==> src/rtl/cpu_sequencer.sv <==
// cpu_sequencer
//   Multi-cycle control unit for the 8-bit accumulator CPU. Walks each
//   instruction through fetch (F0/F1), decode (DEC), operand fetch (O0/O1)
//   and execute (EX), driving the datapath enables combinationally from the
//   current state, opcode, zero flag and mem_ready.
//
// Ports
//   clk, rst        rising-edge clock, asynchronous active-low reset
//   start           leave IDLE and begin fetching
//   opcode          IR[7:3], only looked at from DEC onward
//   zero            accumulator-zero flag (used by JZ in DEC)
//   mem_ready       memory completes the current rd/wr this cycle
//   ir_ena, ir_sel  IR load enable / IR source (0 busC, 1 clear)
//   pc_inc, pc_load PC increment / PC <= busC
//   mar_ena         MAR <= busC
//   bus_sel         busC source: 00 none, 01 PC, 10 MEM, 11 ACC
//   mem_rd, mem_wr  memory request strobes
//   acc_ena, alu_op ACC <= ALU result, ALU op (00 pass, 01 add, 10 sub)
//   instr_done      one-cycle pulse on instruction retire
//   illegal         one-cycle pulse on an undefined opcode
//   halted, bus_err level outputs for HALT / ERR states
//   dbg_state       current FSM state, for observation only
//
// Memory handshake: in a request state (F1, O1, EX) mem_rd or mem_wr is held
// high together with the matching bus_sel until the cycle in which mem_ready
// is high; that cycle completes the transfer and the FSM moves on. A wait
// counter, cleared on entry to each request state, counts cycles spent with
// mem_ready low. If the counter already equals TIMEOUT and mem_ready is still
// low, the FSM goes to ERR on the next edge. mem_ready arriving in that same
// cycle still succeeds. TIMEOUT = 0 disables the timeout.

module cpu_sequencer #(
  parameter int OPCODE_W = 5,
  parameter int TIMEOUT  = 15
) (
  input  logic                clk,
  input  logic                rst,
  input  logic                start,
  input  logic [OPCODE_W-1:0] opcode,
  input  logic                zero,
  input  logic                mem_ready,
  output logic                ir_ena,
  output logic                ir_sel,
  output logic                pc_inc,
  output logic                pc_load,
  output logic                mar_ena,
  output logic [1:0]          bus_sel,
  output logic                mem_rd,
  output logic                mem_wr,
  output logic                acc_ena,
  output logic [1:0]          alu_op,
  output logic                instr_done,
  output logic                illegal,
  output logic                halted,
  output logic                bus_err,
  output logic [3:0]          dbg_state
);

  typedef enum logic [3:0] {
    S_IDLE = 4'd0,
    S_F0   = 4'd1,
    S_F1   = 4'd2,
    S_DEC  = 4'd3,
    S_O0   = 4'd4,
    S_O1   = 4'd5,
    S_EX   = 4'd6,
    S_HALT = 4'd7,
    S_ERR  = 4'd8
  } state_t;

  localparam logic [OPCODE_W-1:0] OP_NOP = OPCODE_W'(0);
  localparam logic [OPCODE_W-1:0] OP_LDA = OPCODE_W'(1);
  localparam logic [OPCODE_W-1:0] OP_STA = OPCODE_W'(2);
  localparam logic [OPCODE_W-1:0] OP_ADD = OPCODE_W'(3);
  localparam logic [OPCODE_W-1:0] OP_SUB = OPCODE_W'(4);
  localparam logic [OPCODE_W-1:0] OP_JMP = OPCODE_W'(5);
  localparam logic [OPCODE_W-1:0] OP_JZ  = OPCODE_W'(6);
  localparam logic [OPCODE_W-1:0] OP_HLT = {OPCODE_W{1'b1}};

  localparam logic [1:0] BUS_NONE = 2'b00;
  localparam logic [1:0] BUS_PC   = 2'b01;
  localparam logic [1:0] BUS_MEM  = 2'b10;
  localparam logic [1:0] BUS_ACC  = 2'b11;

  localparam int             CNT_W = (TIMEOUT < 2) ? 1 : $clog2(TIMEOUT + 1);
  localparam logic [CNT_W-1:0] TMO = CNT_W'(TIMEOUT);

  state_t           state_q, state_d;
  logic [CNT_W-1:0] cnt_q, cnt_d;
  logic             timed_out;
  logic             is_jump;

  always_ff @(posedge clk or negedge rst) begin
    if (!rst) begin
      state_q <= S_IDLE;
      cnt_q   <= '0;
    end else begin
      state_q <= state_d;
      cnt_q   <= cnt_d;
    end
  end

  // Only meaningful inside a request state with mem_ready low.
  assign timed_out = (TIMEOUT != 0) && (cnt_q == TMO);
  assign is_jump   = (opcode == OP_JMP) || (opcode == OP_JZ);
  assign dbg_state = state_q;

  always_comb begin
    state_d    = state_q;
    cnt_d      = cnt_q;
    ir_ena     = 1'b0;
    ir_sel     = 1'b0;
    pc_inc     = 1'b0;
    pc_load    = 1'b0;
    mar_ena    = 1'b0;
    bus_sel    = BUS_NONE;
    mem_rd     = 1'b0;
    mem_wr     = 1'b0;
    acc_ena    = 1'b0;
    alu_op     = 2'b00;
    instr_done = 1'b0;
    illegal    = 1'b0;
    halted     = 1'b0;
    bus_err    = 1'b0;

    case (state_q)
      S_IDLE: begin
        if (start) state_d = S_F0;
      end

      S_F0: begin
        bus_sel = BUS_PC;
        mar_ena = 1'b1;
        cnt_d   = '0;
        state_d = S_F1;
      end

      S_F1: begin
        mem_rd  = 1'b1;
        bus_sel = BUS_MEM;
        if (mem_ready) begin
          ir_ena  = 1'b1;
          pc_inc  = 1'b1;
          state_d = S_DEC;
        end else if (timed_out) begin
          state_d = S_ERR;
        end else begin
          cnt_d = cnt_q + 1'b1;
        end
      end

      S_DEC: begin
        case (opcode)
          OP_NOP: begin
            instr_done = 1'b1;
            state_d    = S_F0;
          end
          OP_HLT: begin
            instr_done = 1'b1;
            state_d    = S_HALT;
          end
          OP_JZ: begin
            if (!zero) begin
              // Branch not taken: step PC over the address byte.
              pc_inc     = 1'b1;
              instr_done = 1'b1;
              state_d    = S_F0;
            end else begin
              state_d = S_O0;
            end
          end
          OP_LDA, OP_STA, OP_ADD, OP_SUB, OP_JMP: begin
            state_d = S_O0;
          end
          default: begin
            ir_ena  = 1'b1;
            ir_sel  = 1'b1;
            illegal = 1'b1;
            state_d = S_F0;
          end
        endcase
      end

      S_O0: begin
        bus_sel = BUS_PC;
        mar_ena = 1'b1;
        cnt_d   = '0;
        state_d = S_O1;
      end

      S_O1: begin
        mem_rd  = 1'b1;
        bus_sel = BUS_MEM;
        if (mem_ready) begin
          if (is_jump) begin
            // Address byte goes straight into PC; no increment alongside.
            pc_load    = 1'b1;
            instr_done = 1'b1;
            state_d    = S_F0;
          end else begin
            // Address byte lands in MAR for the data access in EX.
            pc_inc  = 1'b1;
            mar_ena = 1'b1;
            cnt_d   = '0;
            state_d = S_EX;
          end
        end else if (timed_out) begin
          state_d = S_ERR;
        end else begin
          cnt_d = cnt_q + 1'b1;
        end
      end

      S_EX: begin
        if (opcode == OP_STA) begin
          mem_wr  = 1'b1;
          bus_sel = BUS_ACC;
        end else begin
          mem_rd  = 1'b1;
          bus_sel = BUS_MEM;
          if (opcode == OP_ADD)      alu_op = 2'b01;
          else if (opcode == OP_SUB) alu_op = 2'b10;
          else                       alu_op = 2'b00;
        end
        if (mem_ready) begin
          acc_ena    = (opcode != OP_STA);
          instr_done = 1'b1;
          state_d    = S_F0;
        end else if (timed_out) begin
          state_d = S_ERR;
        end else begin
          cnt_d = cnt_q + 1'b1;
        end
      end

      S_HALT: begin
        halted = 1'b1;
      end

      S_ERR: begin
        bus_err = 1'b1;
      end

      default: begin
        state_d = S_IDLE;
      end
    endcase
  end

endmodule

==> config.mk <==
export PLATFORM = sky130hd
export DESIGN_NAME = cpu_sequencer
export DESIGN_NICKNAME = d
export VERILOG_FILES = /design/src/rtl/cpu_sequencer.sv
export SDC_FILE = /design/constraint.sdc
export NUM_CORES = 1
export LEC_CHECK = 0
export ABC_AREA = 1
export CORE_ASPECT_RATIO = 1.1
export CORE_MARGIN = 8
export CORE_UTILIZATION = 49
export CTS_CLUSTER_SIZE = 16
export DETAILED_ROUTE_END_ITERATION = 7
export GPL_ROUTABILITY_DRIVEN = 1
export PLACE_DENSITY = 0.84
export SLEW_MARGIN = 20
export SYNTH_ARGS = -nofsm -noshare
export SYNTH_HDL_FRONTEND = slang
export SYNTH_SLANG_ARGS = --single-unit
export TNS_END_PERCENT = 20
==> constraint.sdc <==
create_clock -name clk -period 2.4 [get_ports clk]
set_input_delay 0.36 -clock clk [delete_from_list [all_inputs] [get_ports clk]]
set_output_delay 0.36 -clock clk [all_outputs]
set_load 0.01 [all_outputs]
Word level (Yosys, flattened, before mapping)
Cells that the tools add are included.
{ "word_totals": {"reg_bits": 8, "output_inout_bits": 20, "elab_cells": 80, "in_bits": 10} }
{ "classes": {"bitwise_logic": 1, "addsub": 1, "reduce_logical": 13, "mux": 43, "n_eq_ne": 20} }
{ "op_table": {"columns": ["op", "count"], "rows": [
  ["4-bit two-way mux", 9],
  ["4-bit one-hot mux with 8 select lines", 1],
  ["1-bit two-way mux", 18],
  ["4-bit by 3-bit == test with 1-bit output (second input constant)", 4],
  ["5-bit by 3-bit == test with 1-bit output (second input constant)", 3],
  ["4-bit one-hot mux with 3 select lines", 1],
  ["5-bit by 2-bit == test with 1-bit output (second input constant)", 2],
  ["2-bit OR reduction", 5],
  ["3-bit one-hot mux with 3 select lines", 1],
  ["4-bit by 2-bit == test with 1-bit output (second input constant)", 2],
  ["4-bit == test (second input constant)", 2],
  ["2-bit two-way mux", 4],
  ["1-bit one-hot mux with 2 select lines", 4],
  ["8-bit OR reduction", 1],
  ["3-bit two-way mux", 2],
  ["1-bit one-hot mux with 3 select lines", 2],
  ["2-bit one-hot mux with 3 select lines", 1],
  ["5-bit by 1-bit == test with 1-bit output (second input constant)", 1],
  ["5-bit == test (second input constant)", 1],
  ["5-bit zero test", 1],
  ["5-bit by 2-bit inequality test with 1-bit output (second input constant)", 1],
  ["5-bit OR reduction", 1],
  ["4-bit by 1-bit adder with 4-bit output (second input constant)", 1],
  ["4-bit by 1-bit == test with 1-bit output (second input constant)", 1],
  ["8 further kinds", 9]
]} }

Logic depth before layout (Yosys ltp)
{ "logic_depth": {"depth_word": 5, "mapped_depth": 10} }

Worst setup path before layout
No wires, ideal clock.
{ "synth_timing": {"kind": "reg-to-output", "startpoint": "register state_q[3] (netlist: dbg_state[3])", "endpoint": "output ir_sel", "required_ns": 2.040, "t_arrival_ns": 1.277, "path_buffers": 1, "setup_slack_ns": 0.763, "path_stages_with_launch": 7, "path_cell_list": "dfrtp_1 nor2_1 inv_1 nor2_1 nand4_1 inv_1 buf_4"} }
{ "synth_between": {"elab_chain_cells": 2} }
{ "synth_rtl": {"columns": ["element", "line", "text"], "rows": [
  ["start, declared", "88", "state_t state_q, state_d;"],
  ["start signal, assigned", "98", "state_q <= state_d;"],
  ["4-bit by 2-bit == test with 1-bit output", null, null],
  ["1-bit two-way mux", null, null],
  ["end, declared", "43", "output logic ir_sel,"]
]} }
No other way between the ends.

Worst setup path in the final report
{ "layout_timing": {"startpoint": "input opcode[1]", "endpoint": "output mem_wr"} }
{ "layout_between": {"elab_chain_cells": 3} }
{ "layout_rtl": {"columns": ["element", "line", "text"], "rows": [
  ["start, declared", "39", "input logic [OPCODE_W-1:0] opcode,"],
  ["5-bit by 2-bit == test with 1-bit output", "215", "if (opcode == OP_STA) begin"],
  ["1-bit two-way mux", "215", null],
  ["1-bit two-way mux", "126", "case (state_q)"],
  ["end, declared", "49", "output logic mem_wr,"]
]} }
No other way between the ends.

==> reports/qor.yml <==
worst_clock_skew_ns: 0.00338
syn_area_um2: 946
fin_nets: 209
period_share_pct: 98.3
cts_tree: "yes"
drt_iter0_markers: 8
maxSlewViolCount: 0
clkLatencyLatePin_ns: 0.25
worstSetupPathType: "input port to primary output"
ys_ff_latch: 8
rsz0062_at_grt: "true"
hpwl_um: 2270
multi_input_area_um2: 631
dieArea_um2: 3590
core_um2: 1800
worst_slew_pin_slew_ns: 0.387
gp_congestion: 0.918
maxCapViolCount: 0
min_period_ns: 2.36
avgSynthCellArea_um2: 6.10
vias_per_cell: 5.18
tns_ns: 0
end_kind: "primary output"
grt.total_usage_pct: 15.4
crit_required_ns: 2.04
portBuffers: 29
firstDrtPassIters: 4
slew_headroom_pct: 74.1
status: "finished clean"
grt_max_degree: 10
cts_buffers: 3
rows: 16
p_leak_nw: 0.795
root_buffer: "clkbuf_4"
layout_commonest_cell: "nand2_1"
finalWirelength_um: 2690
start_util_pct: 52.5
grt_pass1_wl_um: 4400
ios: 30
final_cell_mix: "nand2_1 (51), inv_1 (24), clkdlybuf4s50_1 (23)"
drc: 0
hold-worst-slack_ns: 0.395
clockBufferDepth: 2
postCtsHoldBufs: 0
drive_gt1_share_pct: 17.9
syn_nets: 166
clkTransAtPathRegs_ns: 0.05
ant_nets: 0
wire_per_inst_um: 12.6
num_antenna_cells: 0
cp-start-kind: "input port"
antenna_found_initial: 0
max_freq_ghz: 0.424
hold_path_class: "input port to async pin"
yosysSeqAreaShare_pct: 21.2
clkSinkCount: 8
areaGrowthSynthToFinish_pct: 44.6
vias: 1108
power.density_nw_per_um2: 801
yosysUniqueCellTypes: 27
yosysWarnings: 0
cts_max_level: 1
num-fill-cells: 147
die_y_um: 62.1
syn-instance-count: 155
hold_viol: 0
ir_drop_uv: 595
grt_overflow: 0
die_w_um: 57.9
cp_max_fo: 3
crit_arrival_ns: 2.00
seq_area_um2: 201
finalSetupViolations: 0
first_global_vias: 1082
==> per-stage QoR <==
| step | area [µm²] | total power [mW] | setup WS (ns) | utilization [%] | std cells |
|---|---|---|---|---|---|
| after floorplan | 946 | 0.714 | 0.763 | - | 155 |
| after global placement | 1310 | 0.981 | -0.0104 | 72.6 | 209 |
| after detailed placement | 1310 | 0.999 | -0.0727 | 72.6 | 209 |
| after CTS | 1330 | 1.11 | -0.0626 | 73.8 | 212 |
| after global routing | 1370 | 1.19 | -0.0796 | 75.9 | 214 |
| final | 1370 | 1.10 | 0.0417 | 75.9 | 214 |
==> synth_stat cells, drive strengths merged <==
cell     n  area share, %
o21ai    8            4.2
nand3   17             12
nor2    23             12
ha       1            1.3
xor2     2            1.9
clkinv   1           0.93
nand4    4            2.6
inv     26             10
dfrtp    8             21
xnor2    1           0.93
buf      2            2.0
a21oi    1           0.53
nor3     3            2.1
a22oi    1           0.79
nand2   55             24
nand3b   1            2.1
nor4     1           0.66
==> power breakdown <==
part | switching, mW | total (mW) | internal (mW) | leakage, nW
clock | 0.0445 | 0.102 | 0.0571 | 0.0138
combinational | 0.406 | 0.752 | 0.346 | 0.676
sequential | 0.0703 | 0.241 | 0.171 | 0.106
==> cell families (layout without fill, tap and decap cells) <==
family	Yosys count	count (layout)	share of synthesized area, %
buf+inv	29	70	13.2
simple gates	104	104	56.0
fa+ha+maj	1	1	1.32
flops	8	8	21.2
compound gates	10	10	5.55
xor+xnor	3	3	2.78
==> routing by layer <==
layer	GRT usage (%)	wire length [µm]
met1	14.7	1100
met2	31.8	1490
met3	4.73	91
met4	2.80	6
met5	0	0
==> state kept, by name (all words and copies together) (netlist names) <==
signal	count
cnt_q	4
dbg_state	4
==> layout make-up <==
cell class,count,share of cell area [%]
clock buffer,3,1.65
timing repair buffer,40,28.1
sequential,8,14.7
tap,18,1.65
inverter,27,7.78
multi-input combinational,118,46.1
==> worst max-delay path, stage by stage <==
cell             delay (ns)
clkdlybuf4s50_1        0.47
inv_1                  0.07
nor2_1                 0.20
inv_1                  0.10
nor2_2                 0.11
inv_1                  0.06
nor2_1                 0.08
clkdlybuf4s50_1        0.54
==> final timing paths <==
path	depth (start not counted)	from	end	slack (ns)
min	1	rst	dbg_state[3]$_DFFE_PN0P_	0.40
min in group clk	2	cnt_q[3]$_DFFE_PN0P_	cnt_q[3]$_DFFE_PN0P_	0.53
max reg2reg	8	cnt_q[0]$_DFFE_PN0P_	cnt_q[1]$_DFFE_PN0P_	0.91
max	8	opcode[1]	mem_wr	0.04
max in group asynchronous	1	rst	dbg_state[1]$_DFFE_PN0P_	1.71
min reg2reg	2	cnt_q[3]$_DFFE_PN0P_	cnt_q[3]$_DFFE_PN0P_	0.53
==> timing repair <==
action / CTS / global route
endpoints found under the setup margin: 5 / 13
buffers inserted: 0 / 2
endpoints found under the hold margin: 0 / 0
gates resized for setup: 1 / 10
pin swaps: 0 / 1
Note: power is estimated with default switching activity, not from simulation.
